--- config.mk ---
export PLATFORM = sky130hd
export DESIGN_NAME = voting_session
export DESIGN_NICKNAME = d
export VERILOG_FILES = /design/src/rtl/voting_pkg.sv /design/src/rtl/voting_popcount.sv /design/src/rtl/voting_session.sv
export SDC_FILE = /design/constraint.sdc
export NUM_CORES = 1
export LEC_CHECK = 0
export ABC_AREA = 0
export CORE_MARGIN = 2
export CORE_UTILIZATION = 30
export CTS_CLUSTER_SIZE = 12
export DETAILED_ROUTE_END_ITERATION = 10
export DONT_BUFFER_PORTS = 1
export MAX_ROUTING_LAYER = met4
export PLACE_DENSITY = 0.49
export SLEW_MARGIN = 15
export SYNTH_ARGS = -nofsm -noshare
export SYNTH_HDL_FRONTEND = slang
export SYNTH_SLANG_ARGS = --single-unit
export TNS_END_PERCENT = 1
--- constraint.sdc ---
create_clock -name clk -period 3.5 [get_ports clk]
set_clock_uncertainty 0.2 [all_clocks]
set_input_delay 0.875 -clock clk [delete_from_list [all_inputs] [get_ports clk]]
set_output_delay 0.875 -clock clk [all_outputs]
set_load 0.01 [all_outputs]
--- src/rtl/voting_pkg.sv ---
// Shared definitions for the voting session block:
// state encoding, clog2 helper and parameter legality check.
`ifndef VOTING_PKG_SV
`define VOTING_PKG_SV

`define VOTING_CHECK_PARAMS(n, t, to) \
  if ((n) < 1 || (n) > 32 || (t) < 1 || (t) > (n) || (to) < 1) begin : g_bad_params \
    $error("voting_session: illegal parameter set"); \
  end

package voting_pkg;

  localparam logic [1:0] ST_IDLE   = 2'd0;
  localparam logic [1:0] ST_OPEN   = 2'd1;
  localparam logic [1:0] ST_RESULT = 2'd2;

  typedef enum logic [1:0] {
    S_IDLE   = ST_IDLE,
    S_OPEN   = ST_OPEN,
    S_RESULT = ST_RESULT
  } state_t;

  function automatic int clog2(input int v);
    int r;
    r = 0;
    for (int i = 0; i < 31; i++)
      if ((1 << i) < v) r = i + 1;
    return r;
  endfunction

endpackage

`endif

--- src/rtl/voting_popcount.sv ---
// Combinational population count of a W-bit mask.
module voting_popcount
  import voting_pkg::*;
#(
  parameter int W = 5
) (
  input  logic [W-1:0]              bits,
  output logic [clog2(W+1)-1:0]     count
);

  localparam int CW = clog2(W + 1);

  always_comb begin
    count = '0;
    for (int i = 0; i < W; i++)
      count = count + CW'(bits[i]);
  end

endmodule

--- src/rtl/voting_session.sv ---
// Sequential voting session: one vote per voter, early close
// on a decided outcome, full turnout or timeout; latched result.
module voting_session
  import voting_pkg::*;
#(
  parameter int N_VOTERS    = 5,
  parameter int THRESHOLD   = 3,
  parameter int TIMEOUT_CYC = 1000
) (
  input  logic                          clk,
  input  logic                          rst_n,
  input  logic                          start,
  input  logic [N_VOTERS-1:0]           vote_valid,
  input  logic [N_VOTERS-1:0]           vote_val,
  output logic                          busy,
  output logic                          done,
  output logic                          pass,
  output logic                          timeout,
  output logic [clog2(N_VOTERS+1)-1:0]  yes_cnt,
  output logic [clog2(N_VOTERS+1)-1:0]  no_cnt,
  output logic [N_VOTERS-1:0]           voted
);

  localparam int CNT_W = clog2(N_VOTERS + 1);
  localparam int TMR_W = clog2(TIMEOUT_CYC + 1);

  localparam logic [CNT_W-1:0] THR    = CNT_W'(THRESHOLD);
  localparam logic [CNT_W-1:0] NO_LIM = CNT_W'(N_VOTERS - THRESHOLD);
  localparam logic [TMR_W-1:0] T_LAST = TMR_W'(TIMEOUT_CYC - 1);

  `VOTING_CHECK_PARAMS(N_VOTERS, THRESHOLD, TIMEOUT_CYC)

  state_t state, state_nxt;

  logic [TMR_W-1:0]    timer;
  logic [N_VOTERS-1:0] elig;
  logic [CNT_W-1:0]    yes_add, no_add;
  logic [CNT_W-1:0]    yes_nxt, no_nxt;
  logic                cl_yes, cl_no, cl_all, cl_tmo, close;

  assign elig = vote_valid & ~voted;

  voting_popcount #(.W(N_VOTERS)) u_pc_yes (
    .bits  (elig & vote_val),
    .count (yes_add)
  );

  voting_popcount #(.W(N_VOTERS)) u_pc_no (
    .bits  (elig & ~vote_val),
    .count (no_add)
  );

  // Tallies are bounded by N_VOTERS, so CNT_W never wraps.
  assign yes_nxt = yes_cnt + yes_add;
  assign no_nxt  = no_cnt + no_add;

  assign cl_yes = yes_nxt >= THR;
  assign cl_no  = no_nxt > NO_LIM;
  assign cl_all = &(voted | elig);
  assign cl_tmo = timer == T_LAST;
  assign close  = cl_yes | cl_no | cl_all | cl_tmo;

  always_comb begin
    state_nxt = state;
    busy      = 1'b0;
    done      = 1'b0;
    unique case (1'b1)
      state == S_IDLE: begin
        if (start) state_nxt = S_OPEN;
      end
      state == S_OPEN: begin
        busy = 1'b1;
        if (close) state_nxt = S_RESULT;
      end
      state == S_RESULT: begin
        done      = 1'b1;
        state_nxt = S_IDLE;
      end
      default: state_nxt = S_IDLE;
    endcase
  end

  always_ff @(posedge clk or negedge rst_n) begin
    if (!rst_n) state <= S_IDLE;
    else        state <= state_nxt;
  end

  always_ff @(posedge clk or negedge rst_n) begin
    if (!rst_n) begin
      pass    <= 1'b0;
      timeout <= 1'b0;
      yes_cnt <= '0;
      no_cnt  <= '0;
      voted   <= '0;
      timer   <= '0;
    end else begin
      if (state == S_IDLE && start) begin
        pass    <= 1'b0;
        timeout <= 1'b0;
        yes_cnt <= '0;
        no_cnt  <= '0;
        voted   <= '0;
        timer   <= '0;
      end else if (state == S_OPEN) begin
        voted   <= voted | elig;
        yes_cnt <= yes_nxt;
        no_cnt  <= no_nxt;
        timer   <= timer + 1'b1;
        if (close) begin
          pass    <= cl_yes;
          timeout <= cl_tmo & ~cl_yes & ~cl_no & ~cl_all;
        end
      end
    end
  end

endmodule

==> results of run 1 <==
cell families after synthesis:
family                     share of synthesized area (%)
AOI/OAI and AO/OA                                   13.1
xor gates and xnor gates                            1.79
and+or+nand+nor                                     23.0
adders and majority gates                           12.4
muxes                                               3.74
DFF                                                 42.6
buffers and inverters                               3.40
sequential cells by signal, summed over array words and instances (netlist names):
name / cells
timeout: 1
timer: 10
voted: 5
state: 2
pass: 1
yes_cnt: 3
no_cnt: 3
through the flow:
step,worst slack (ns),instance area (µm²),utilization [%]
floorplan,-0.576,1480,-
global placement,-0.615,1620,34.3
detailed placement,-0.655,1620,34.3
CTS,-0.346,1660,35.2
global route,-0.422,1680,35.6
finish,-0.347,1680,35.6
worst max-delay path, cell delays in order:
cell	delay, ns
and3b_1	0.17
ha_1	0.31
fa_1	0.50
inv_1	0.05
fa_2	0.34
fa_2	0.55
o21bai_1	0.08
mux2_4	0.27
or4_4	0.44
a22o_1	0.22
repair_timing:
action	CTS	global route
hold buffers	0	0
resized for setup	1	4
gates cloned	0	0
endpoints found under the setup margin	4	5
pin swaps	2	0
how the worst max path moves through the flow:
stage | endpoint | slack, ns | cells after the start
3_3_place_gp | state[1] | -0.61 | 10
6_report | state[1] | -0.35 | 10
3_5_place_dp | state[1] | -0.66 | 10
5_1_grt | state[1] | -0.42 | 10
2_1_floorplan | state[1] | -0.58 | 10
4_1_cts | state[1] | -0.35 | 10
routing by layer:
layer  vias to the layer above  part of all wire (%)  global-route usage (%)
met3                         2                   6.1                    5.01
li1                        554                     -                       -
met1                       578                    41                    17.8
met5                         -                     0                       -
met4                         0                  0.22                    1.21
met2                        28                    52                    26.6
layout by cell type, fill, tap and decap left out, drive strengths merged, types with 2 or more instances in the layout:
cell type | synthesis | routed
dfrtp | 25 | 25
o21ai | 17 | 17
nor2 | 13 | 13
nand2 | 13 | 13
buf | 1 | 9
inv | 8 | 8
a21oi | 8 | 8
nand3 | 7 | 7
fa | 6 | 6
ha | 5 | 5
nor3b | 5 | 5
mux2i | 4 | 4
nand4 | 4 | 4
clkbuf | 3 | 4
and3b | 3 | 3
and3 | 3 | 3
nand3b | 2 | 2
or3b | 2 | 2
and4 | 2 | 2
o22ai | 2 | 2
xnor2 | 2 | 2
power breakdown:
group	leakage (nW)	switching [W]	total (W)	internal [W]
sequential	0.332	0.000123	0.000499	0.000376
clock	0.0228	0.0000957	0.000177	0.0000815
combinational	0.418	0.000344	0.000641	0.000297
layout make-up:
cell class,count,area (µm²),share of cell area (%)
inverters,9,33.8,2.01
multi-input cells,113,825,49.1
flip-flops and latches,25,626,37.2
clock buffers,4,45.0,2.68
well taps,67,83.8,4.99
repair buffers,9,67.6,4.02
==> results.json, run 1 <==
{
  "p_total_w": 0.00132,
  "yosysMostFrequentCell": "dfrtp_1",
  "grt_usage_pct": 15.2,
  "yosysWarnings": 0,
  "yosysSeqAreaShare_pct": 42.6,
  "critPathKind": "primary input to flip-flop",
  "synth_top_area_share_pct": 42.6,
  "tightest_slew_ns": 0.613,
  "tns_ns": -1.17,
  "status": "finished, violations left",
  "fin_cells": 227,
  "clockBufferDepth": 2,
  "period_needed_ns": 3.85,
  "syn_inst": 151,
  "dp.cells": 223,
  "postCtsSetupRepairBufs": 0,
  "r2r-end": "state[1]",
  "cp_data_arrival_time_ns": 3.81,
  "grt_max_degree": 26,
  "hpwlAfterDp_um": 2690,
  "ff2ff_path_depth": 10,
  "clock-root-buffer": "clkbuf_8",
  "synth_edf_count": 0,
  "p_leak_nw": 0.773,
  "dr_total_vias": 1162,
  "drive_above_1_share_pct": 15.0,
  "yosysUniqueCellTypes": 37,
  "syn-cell-area_um2": 1470,
  "grt.overflow.total": 0,
  "hold_path.class": "primary input to async pin",
  "drc_errors": 0,
  "drt-initial-drc-count": 124,
  "rsz0062_at_grt": "yes",
  "crit_start": "vote_val[0]",
  "n_fill_cell": 494,
  "drt-wirelength-per-cell_um": 15.8,
  "h-tree-depth": 1,
  "fin_crit_sh_pct": 110,
  "power_density_nw_per_um2": 784,
  "whs_ns": 0.0865,
  "maxCapViolCount": 0,
  "finalWirelength_um": 3590,
  "worstSetupStartpointType": "primary input",
  "synth_flop_cell": "dfrtp_1",
  "initial_core_util_pct": 31.1,
  "detail-route-antenna-nets": 0,
  "row_count": 25,
  "clock_sinks": 25,
  "relSlewSlack_pct": 59.1,
  "cts_buffers": 3,
  "yosysTopAreaCell": "dfrtp_1",
  "io_buffers": 0,
  "cp_max_fo": 4,
  "area_growth_pct": 14.3,
  "ys_top_cells_by_count": "25 x dfrtp_1, 17 x o21ai_0, 13 x nand2_1, 13 x nor2_1",
  "final.setup.worst_slack_ns": -0.347,
  "finalWeightedCongestion": 0.739,
  "die_w_um": 74.0,
  "via_per_inst": 5.12,
  "drtPass1Iterations": 4,
  "cts_tree": "done",
  "critical_path_required_ns": 3.46,
  "antennaDiodeCount": 0,
  "setup_viol": 4,
  "finalMaxSlewViolations": 0,
  "async_flop_share_pct": 100,
  "grt_pass1_vias": 1269,
  "violations": "setup timing",
  "synth-seq-cells": 25,
  "hold_viol_final": 0,
  "nets": 185,
  "reg2reg_from": "voted[1]",
  "die_h_um": 74.0,
  "ir_drop_mv": 0.305,
  "syn_avg_cell_area_um2": 9.74,
  "grt_pass1_wl_um": 6200,
  "die_area_um2": 5480,
  "endpoint_kind": "flip-flop",
  "core_um2": 4720,
  "fmax_ghz": 0.260,
  "antenna_found_initial": 0,
  "clk_latency_ns": 0.27,
  "synth.area.top_cells": "dfrtp_1 43%, fa_1 8.2%, o21ai_0 5.8%",
  "r2r_setup_slack_ns": -0.16,
  "io_pins": 28,
  "clk_pin_slew_ns": 0.09,
  "syn-num-nets": 175
}
Note: power is estimated with default switching activity, not from simulation.
==> run 2: changes to the inputs <==
--- a/config.mk
+++ b/config.mk
@@ -5,7 +5,7 @@
 export SDC_FILE = /design/constraint.sdc
 export NUM_CORES = 1
 export LEC_CHECK = 0
-export ABC_AREA = 0
+export ABC_AREA = 1
 export CORE_MARGIN = 2
 export CORE_UTILIZATION = 30
 export CTS_CLUSTER_SIZE = 12
==> results.json, run 2 <==
{
  "critPathKind": "primary input to flip-flop",
  "cts_hold_buf": 0,
  "synth-seq-cells": 25,
  "yosysUniqueCellTypes": 26,
  "syn_avg_cell_area_um2": 7.93,
  "whs_ns": 0.0845,
  "drive_above_1_share_pct": 19.5,
  "grt_usage_pct": 13.6,
  "cp_max_fo": 2,
  "synth_top_area_share_pct": 40.2,
  "final_util_pct": 34.7,
  "largest_reg_flops": 10,
  "detail-route-antenna-nets": 0,
  "synth_flop_cell": "dfrtp_1",
  "finalMaxSlewViolations": 0,
  "final.setup.worst_slack_ns": 0.176,
  "clk_latency_ns": 0.27,
  "async_flop_share_pct": 100,
  "syn-cell-area_um2": 1560,
  "nets": 225,
  "h-tree-depth": 1,
  "dpl_worst_slack_ns": -0.149,
  "die_area_um2": 5780,
  "status": "finished, final reports clean",
  "yosysWarnings": 0,
  "finalWeightedCongestion": 0.773,
  "top_register": "timer",
  "die_w_um": 76,
  "io_pins": 28,
  "drtPass1Iterations": 4,
  "syn-num-nets": 220,
  "row_count": 26,
  "synth_edf_count": 0,
  "n_fill_cell": 538,
  "hold_path.class": "primary input to async pin",
  "synth.area.top_cells": "dfrtp_1 40%, nand2_1 9.2%, inv_1 8.9%",
  "r2r_setup_slack_ns": 0.28,
  "grt_max_degree": 26,
  "tightest_slew_ns": 0.498,
  "dr_total_vias": 1222,
  "area_growth_pct": 12.4,
  "grt.overflow.total": 0,
  "drt-wirelength-per-cell_um": 12.9,
  "cp_data_arrival_time_ns": 3.29,
  "die_h_um": 76,
  "placed_cell_area_um2": 1650,
  "fin_crit_sh_pct": 95.0,
  "grtUsageMet1_pct": 17.9,
  "relSlewSlack_pct": 66.7,
  "core_um2": 5040,
  "antenna_found_initial": 0,
  "period_needed_ns": 3.32,
  "ff2ff_path_depth": 16,
  "yosysTopAreaCell": "dfrtp_1",
  "cts_tree": "done",
  "yosysSeqAreaShare_pct": 40.2,
  "crit_slowest_cell": "fa_1",
  "busiest_layer": "met2",
  "ir_drop_mv": 0.251,
  "initial_core_util_pct": 30.8,
  "syn_inst": 196,
  "clk_pin_slew_ns": 0.09,
  "slowest_delay_ns": 0.50,
  "top_regs": "timer: 10 flops, voted: 5 flops",
  "p_total_w": 0.00126,
  "grt_use_met3_pct": 5.45,
  "critical_path_required_ns": 3.46,
  "clockBufferDepth": 2,
  "crit_buf_inv": 4,
  "endpoint_kind": "flip-flop",
  "reg2reg_from": "voted[1]",
  "r2r-end": "pass",
  "hpwlAfterDp_um": 2680,
  "grt_pass1_vias": 1239,
  "antennaDiodeCount": 0,
  "finalWirelength_um": 3490,
  "via_per_inst": 4.53,
  "cts_buffers": 3,
  "hold_viol_final": 0,
  "clock_sinks": 25,
  "worstSetupStartpointType": "primary input",
  "io_buffers": 0,
  "grt_pass1_wl_um": 6120,
  "grt_use_met2_pct": 20.4,
  "ys_top_cells_by_count": "38 x nand2_1, 37 x inv_1, 25 x dfrtp_1",
  "drt-initial-drc-count": 45,
  "worstPathCellList": "inv_1, nor3_1, ha_1, inv_1, fa_1, inv_1, fa_2, inv_2, fa_1, or2_4, nand3_2, nor2_2, nand3_2, nand2_2, nand3_2, nand2_1",
  "finalInstanceArea_um2": 1750,
  "critical-path-top-delay-family": "adder cells",
  "maxCapViolCount": 0,
  "fmax_ghz": 0.301,
  "p_leak_nw": 0.862,
  "rsz0062_at_grt": "no",
  "yosysMostFrequentCell": "nand2_1",
  "power_density_nw_per_um2": 720,
  "setup_viol": 0,
  "clock-root-buffer": "clkbuf_8",
  "final_cell_mix": "34 x inv_1, 34 x nand2_1, 24 x dfrtp_1, 18 x o21ai_0, 17 x nand3_1",
  "drc_errors": 0
}
run 2: cell count changes in the layout (fill, tap and decap cells not counted), sizes merged, moves of 4 or more:
cell   delta
buf       -6
nand3    +14
inv      +32
nor3b     -5
nand2    +29
mux2i     -4
o21ai     +6
nor3      +5
run 2: kinds of logic after synthesis:
logic type | synth area share, %
AO/OA/AOI/OAI | 10.2
flip-flops | 40.2
adder cells (fa/ha/maj) | 11.7
buffers and inverters | 11.1
AND/OR/NAND/NOR | 26.7
run 2: per-stage QoR:
stage                     std cells  setup TNS (ns)
after floorplan                 196               0
after global placement          265          -0.490
after detailed placement        265          -0.450
after CTS                       269               0
after global routing            270               0
final                           270               0
run 2: timing repair:
item | 4_1_cts | 5_1_grt
buffers inserted | 0 | 1
endpoints found under the setup margin | 0 | 4
gates resized for setup | 0 | 12
run 2: layout make-up:
class                           count  area, µm²  share of cell area, %
Inverter                           41        155                   8.88
Tap cell                           70       87.6                   5.01
Clock inverter                      1       5.00                  0.286
Clock buffer                        3       41.3                   2.36
Sequential cell                    25        627                   35.9
Multi-Input combinational cell    127        810                   46.3
Timing Repair Buffer                3       22.5                   1.29
run 2: worst reg2reg max path: cells and delay by family (launching register included):
kind | cells | cell delay (ns)
adders and majority gates | 4 | 1.46
buffers and inverters | 3 | 0.21
DFF | 1 | 0.45
and+or+nand+nor | 9 | 0.83
run 2: how the worst max path moves through the flow:
stage               slack (ns)           from  cells after the start  endpoint
finish                    0.18  vote_valid[1]                     16      pass
global route              0.01    vote_val[1]                     17      pass
CTS                       0.13  vote_valid[1]                     15      pass
detailed placement       -0.15  vote_valid[1]                     15      pass
global placement         -0.14  vote_valid[1]                     15      pass
floorplan                 0.01  vote_valid[1]                     15      pass
run 2: report_power, final:
| part | switching (W) | internal, W | total [W] |
|---|---|---|---|
| Combinational | 0.000378 | 0.000222 | 0.000601 |
| Clock | 0.0000944 | 0.0000797 | 0.000174 |
| Sequential | 0.000110 | 0.000373 | 0.000483 |
| Total | 0.000583 | 0.000675 | 0.00126 |
run 2: per-layer routing:
metal | vias to the layer above | part of all wire [%] | wire (µm)
li1 | 630 | - | -
met4 | 0 | 0.40 | 14
met3 | 2 | 7.8 | 272
met5 | - | 0 | 0
met2 | 25 | 46 | 1600
met1 | 565 | 46 | 1600
